**src/rtl/mult_pkg.sv**
```systemverilog
// Shared fixed-point constants and saturation-bound helpers for the
// multiplier and accumulator datapaths.
package mult_pkg;
  localparam int ROUND_TRUNC   = 0;
  localparam int ROUND_HALF_UP = 1;
  localparam int FXP_MAXW      = 64;

  // Bounds are returned in FXP_MAXW bits; callers keep the low WIDTH bits.
  function automatic logic [FXP_MAXW-1:0] fxp_max(input int width);
    fxp_max = {FXP_MAXW{1'b1}} >> (FXP_MAXW - width + 1);
  endfunction

  function automatic logic [FXP_MAXW-1:0] fxp_min(input int width);
    fxp_min = ~fxp_max(width);
  endfunction
endpackage

```
**src/rtl/fxp_round_sat.sv**
```systemverilog
// Combinational rescale of a 2*WIDTH signed product back to WIDTH bits,
// with optional half-up rounding and optional saturation on overflow.
module fxp_round_sat
  import mult_pkg::*;
#(
  parameter int WIDTH = 32,
  parameter int FRAC  = 24,
  parameter int ROUND = ROUND_HALF_UP,
  parameter int SAT   = 1
) (
  input  logic signed [2*WIDTH-1:0] i_p,
  output logic        [WIDTH-1:0]   o_r,
  output logic                      o_ovf
);
  localparam logic [FXP_MAXW-1:0] W_MAX = fxp_max(WIDTH);
  localparam logic [FXP_MAXW-1:0] W_MIN = fxp_min(WIDTH);

  logic signed [2*WIDTH:0]       w_ext;
  logic signed [2*WIDTH:0]       w_sh;
  logic        [2*WIDTH:0]       w_r;
  logic                          w_rbit;
  logic        [WIDTH+1:0]       w_top;

  // One extra bit so the rounding carry out of the max product cannot wrap.
  assign w_ext  = {i_p[2*WIDTH-1], i_p};
  assign w_sh   = w_ext >>> FRAC;
  assign w_rbit = (ROUND == ROUND_HALF_UP) ? i_p[FRAC-1] : 1'b0;
  assign w_r    = w_sh + {{(2*WIDTH){1'b0}}, w_rbit};

  // Fits in WIDTH bits only if everything above the result sign bit agrees.
  assign w_top  = w_r[2*WIDTH:WIDTH-1];
  assign o_ovf  = !((&w_top) || (~|w_top));

  always_comb begin
    o_r = w_r[WIDTH-1:0];
    if ((SAT != 0) && o_ovf)
      o_r = w_r[2*WIDTH] ? W_MIN[WIDTH-1:0] : W_MAX[WIDTH-1:0];
  end
endmodule

```
**src/rtl/mult_pipe.sv**
```systemverilog
// Pipelined signed fixed-point multiplier with valid/ready flow control;
// the whole pipe advances together whenever the output slot is free or drained.
module mult_pipe
  import mult_pkg::*;
#(
  parameter int WIDTH = 32,
  parameter int FRAC  = 24,
  parameter int LAT   = 2,
  parameter int ROUND = ROUND_HALF_UP,
  parameter int SAT   = 1
) (
  input  logic                    clk,
  input  logic                    rst,
  input  logic signed [WIDTH-1:0] i_a,
  input  logic signed [WIDTH-1:0] i_b,
  input  logic                    i_valid,
  output logic                    o_ready,
  output logic        [WIDTH-1:0] o,
  output logic                    o_ovf,
  output logic                    o_valid,
  input  logic                    i_ready
);
  logic                          w_adv;
  logic        [WIDTH-1:0]       w_r;
  logic                          w_ovf;

  logic        [LAT:1]           r_vld;
  logic signed [2*WIDTH-1:0]     r_p;
  logic        [LAT:2][WIDTH-1:0] r_d;
  logic        [LAT:2]           r_ovf;

  assign w_adv   = !r_vld[LAT] || i_ready;
  assign o_ready = w_adv && !rst;

  fxp_round_sat #(
    .WIDTH (WIDTH),
    .FRAC  (FRAC),
    .ROUND (ROUND),
    .SAT   (SAT)
  ) u_rs (
    .i_p   (r_p),
    .o_r   (w_r),
    .o_ovf (w_ovf)
  );

  // While adv=1 and rst=0, o_ready=1, so i_valid alone marks an accept.
  always_ff @(posedge clk) begin
    if (rst) begin
      r_vld <= '0;
      r_p   <= '0;
      r_d   <= '0;
      r_ovf <= '0;
    end else if (w_adv) begin
      r_vld[1]     <= i_valid;
      r_vld[LAT:2] <= r_vld[LAT-1:1];
      r_p          <= i_a * i_b;
      r_d[2]       <= w_r;
      r_ovf[2]     <= w_ovf;
      for (int k = 3; k <= LAT; k++) begin
        r_d[k]   <= r_d[k-1];
        r_ovf[k] <= r_ovf[k-1];
      end
    end
  end

  assign o       = r_d[LAT];
  assign o_ovf   = r_ovf[LAT];
  assign o_valid = r_vld[LAT];
endmodule
```
**config.mk**
```make
export PLATFORM = sky130hd
export DESIGN_NAME = mult_pipe
export DESIGN_NICKNAME = d
export VERILOG_FILES = /design/src/rtl/mult_pkg.sv /design/src/rtl/fxp_round_sat.sv /design/src/rtl/mult_pipe.sv
export SDC_FILE = /design/constraint.sdc
export NUM_CORES = 2
export LEC_CHECK = 0
export ABC_AREA = 1
export CAP_MARGIN = 0
export CORE_MARGIN = 10
export CORE_UTILIZATION = 45
export CTS_CLUSTER_DIAMETER = 40
export DETAILED_ROUTE_END_ITERATION = 8
export SYNTH_ARGS = -nofsm -noshare
export SYNTH_HDL_FRONTEND = slang
export SYNTH_SLANG_ARGS = --single-unit
```
**constraint.sdc**
```tcl
create_clock -name clk -period 11.4 [get_ports clk]
set_input_delay 2.28 -clock clk [delete_from_list [all_inputs] [get_ports clk]]
set_output_delay 2.28 -clock clk [all_outputs]
set_load 0.02 [all_outputs]
```
Word level (Yosys, flattened, before mapping)

Index checks and enable logic that the tools add are counted.
Widths: inputs -> output; s select.

Memories kept: 0
Input port bits: 68
Logic and storage cells: 17
Register bits: 99
Output and inout port bits: 35
Latch bits: 0
Memory bits (read-only): 0
RAM bits: 0

Multiplexer cells: 2
Shift operators: 0
Divide/modulo/power cells: 0
$add $sub $neg: 1
Bitwise operators: 0
Magnitude comparators: 0
Equality and inequality tests: 0
Multiply operators: 1
Reductions and logical operators: 9

Operator list:

| kind              | count |
|---|---|
| $mul 32x32->64    | 1 |
| $mux 32           | 2 |
| $add 40x2->41     | 1 |
| $reduce_and 34->1 | 1 |
| $reduce_or 34->1  | 1 |
| $logic_not 1->1   | 4 |
| $logic_or 1x1->1  | 2 |
| $logic_and 1x1->1 | 1 |

Longest topological paths before layout

Depth in word-level cells: 5
Gate-level depth with buffers: 34
Mapped depth without buffers: 33

Hierarchy

Synthesis repeated with hierarchy kept, for this count alone.

Cell total of the unflattened synthesis: 5868
Area total of the unflattened synthesis: 44022.2 µm²

By module, submodules not included:

| module        | area each (µm²) | seq. area each (µm²) | cells each | instances |
|---|---|---|---|---|
| mult_pipe     | 42437.0         | 1981.9               | 5547       | 1 |
| fxp_round_sat | 1585.3          | 0.0                  | 321        | 1 |

Worst setup path after synthesis

No wires, ideal clock.

Kind: input port to flip-flop
From: input i_a[31]
To: register r_p[62]
Setup slack: 2.243 ns
Cell stages on the path: 28
Buffers on the path: 1
Arrival time: 9.048 ns
Required time: 11.291 ns
Setup time: 0.109 ns
Path through: clkbuf_1 -> nand2_1 -> inv_1 -> fa_1 -> inv_1 -> fa_1 -> inv_1 -> fa_1 -> fa_1 -> inv_1 -> fa_1 -> inv_1 -> fa_1 -> inv_1 -> fa_1 -> inv_1 -> fa_1 -> ha_1 -> a21oi_1 -> a21boi_0 -> a21boi_0 -> o21ai_0 -> a21oi_1 -> nand2_1 -> nand2_1 -> nand3_1 -> nand2_1 -> inv_1

Cells in the longest elaborated chain, start to end: 1

RTL lines:

| element              | line            | RTL |
|---|---|---|
| from (decl)          | mult_pipe.sv:14 | `input logic signed [WIDTH-1:0] i_a,` |
| $mul 32x32->64       | mult_pipe.sv:56 | `r_p <= i_a * i_b;` |
| to (signal assigned) | mult_pipe.sv:56 |  |
| to (decl)            | mult_pipe.sv:28 | `logic signed [2*WIDTH-1:0] r_p;` |

Every way passes these cells.
A chain may end at the register's enable or synchronous reset.

Worst setup path after layout

From: input i_a[31]
To: register r_p[52]

Same word-level chain as after synthesis.

==> flow_summary.ini <==
[final_layout]
syn2layout_area_growth_pct = 7.07
final-seq-area_um2 = 1520
post_route_cells_drive_above_1_share = 0.0381
nNetsFinal = 6757
mostFrequentLayoutCells = 1,686 x inv_1, 1,345 x nand2_1, 1,081 x fa_1, 269 x nor2_1, 182 x ha_1
layout_commonest_cell = inv_1
multi_input_area_um2 = 33300
fillers = 9447

[grt]
antenna_found_initial = 5
grt-ovfl-total = 0
grt_pass1_wl_mm = 196
track_usage = 0.230
grt_pass1_vias = 35500
grt_max_degree = 79

[sta]
fin_crit_ns = 10.39
setup_violations = 0
slew-limit-headroom = 0.252
hold_violations = 0
rsz0062_at_grt = false
worst_clock_skew_ns = 0.00835
fmax_mhz = 96.2
drv_slew = 0
worst_pin_slew_ns = 1.12
timing.final.crit_share = 0.912
finalSetupTns_ns = 0

[die]
fp.dieH_um = 326
dieArea_um2 = 106000
io_pins = 103
die_w_um = 326
initial_utilization = 0.452
core-area_um2 = 93000
rows = 112

[worst_hold_path]
hp-class = flip-flop to flip-flop
holdCritStartpoint = r_vld[1]

[worst_setup_path]
worstPathArrival_ns = 10.64
startpoint = i_a[31]
critPathKind = primary input to flip-flop
r2r-start = r_p[24]
critPathSlowestCell = clkdlybuf4s50_1
required_ns = 11.64
crit_path_start_kind = primary input
crit_path_max_incr_delay_ns = 0.75
path_max_fanout = 14
crit_path_end_kind = flip-flop

[detailed_routing]
initialDrtViolationCount = 2316
wire_per_inst_um = 17.6
firstDrtPassIters = 5
ant_nets = 0
avgViaCountPerCell = 4.88
vias = 32700
drc_errors = 0
finalWirelength_mm = 118

[clock_network]
cts_hold_buf = 0
cts_tree = yes
cts.clk_slew.worst_paths_ns = 0.07
cts_buffers = 9
ctsResizeCount = 0
cts_setup_buffers = 0
cts_sinks = 76
cts-htree-levels = 3
cts_buffer_depth = 2
clock-root-buffer = clkbuf_16
clk_latency_ns = 0.35

[status]
outcome = complete, no violations

[placement]
place_congestion = 0.948
post-dp-hpwl_mm = 105
io_buffers = 102

[flow_run]
drv_cap = 0

[logic_synthesis]
synth_area_um2 = 42000
syn-num-nets = 6738
yosysWarnings = 0
syn_inst = 5407
ys_types = 43
ys_seq_area_frac = 0.0362
syn_area_per_cell_um2 = 7.78
ys_ff_latch = 76
## metrics by stage
step / instance area [um2] / hold slack, ns / worst slack, ns / utilization / cells
2_1_floorplan: 42000 / 0.430 / 2.24 / - / 5407
3_3_place_gp: 44700 / 0.438 / 0.813 / 0.480 / 6669
3_5_place_dp: 44700 / 0.453 / 0.752 / 0.480 / 6669
4_1_cts: 45000 / 0.463 / 1.08 / 0.484 / 6685
5_1_grt: 45000 / 0.497 / 0.484 / 0.484 / 6688
6_report: 45000 / 0.456 / 1.01 / 0.484 / 6690
## routing by layer
metal / vias to the layer above / global-route usage / wire length [um]
li1: 15100 / - / -
met1: 16700 / 0.319 / 52600
met2: 799 / 0.397 / 58100
met3: 107 / 0.0151 / 5160
met4: 0 / 0.0411 / 1950
met5: - / 0 / 0
## cells in the mapped netlist (all sizes together)
library cell / instances / area share
a21boi: 5 / 0.00089
a21o: 9 / 0.0016
a21oi: 150 / 0.021
a31oi: 3 / 0.00045
and2: 2 / 0.00030
and3: 3 / 0.00045
buf: 8 / 0.0025
clkbuf: 210 / 0.019
clkinv: 1 / 0.000089
dfxtp: 76 / 0.036
fa: 1081 / 0.51
ha: 182 / 0.054
inv: 1688 / 0.15
nand2: 1358 / 0.12
nand3: 100 / 0.012
nand3b: 2 / 0.00036
nand4: 27 / 0.0044
nor2: 278 / 0.026
nor3: 16 / 0.0022
nor4: 4 / 0.00060
o211ai: 9 / 0.0016
o21a: 6 / 0.0011
o21ai: 120 / 0.014
o21bai: 7 / 0.0012
o31ai: 1 / 0.00018
or2: 7 / 0.0010
xnor2: 20 / 0.0042
xor2: 34 / 0.0071
## logic make-up after synthesis
family	after synthesis	synth area share
compound gates	310	0.0419
xor+xnor	54	0.0113
fa+ha+maj	1263	0.569
buf+inv	1907	0.172
flops	76	0.0362
simple gates	1797	0.170
## flip-flops by register name, indices dropped and copies added (netlist names)
signal / count
o: 32
r_vld: 2
r_p: 41
o_ovf: 1
## final timing paths
kind                                 end  slack [ns]  cells past startpoint
worst max-delay path             r_p[52]        1.01                     28
worst min-delay path            r_vld[1]        0.46                      2
worst max register to register      o[0]        8.39                     15
worst min register to register  r_vld[1]        0.46                      2
## cell type report
| cell class | count | area share |
|---|---|---|
| clock inverter | 7 | 0.00150 |
| antenna | 5 | 0.000278 |
| sequential | 76 | 0.0338 |
| timing repair buffer | 226 | 0.0442 |
| tap | 1254 | 0.0349 |
| inverter | 1689 | 0.141 |
| multi-input combinational | 3424 | 0.739 |
| clock buffer | 9 | 0.00500 |
## worst max-delay path: cells and delay by family
family | cells | cell delay (ns)
and+or+nand+nor | 7 | 1.19
adders and majority gates | 9 | 4.70
buffers and inverters | 9 | 1.85
AOI/OAI and AO/OA | 3 | 0.62
Power is left out: the tool's default activity adds up to more than one toggle a clock period on the data nets, which glitch-free logic cannot reach.
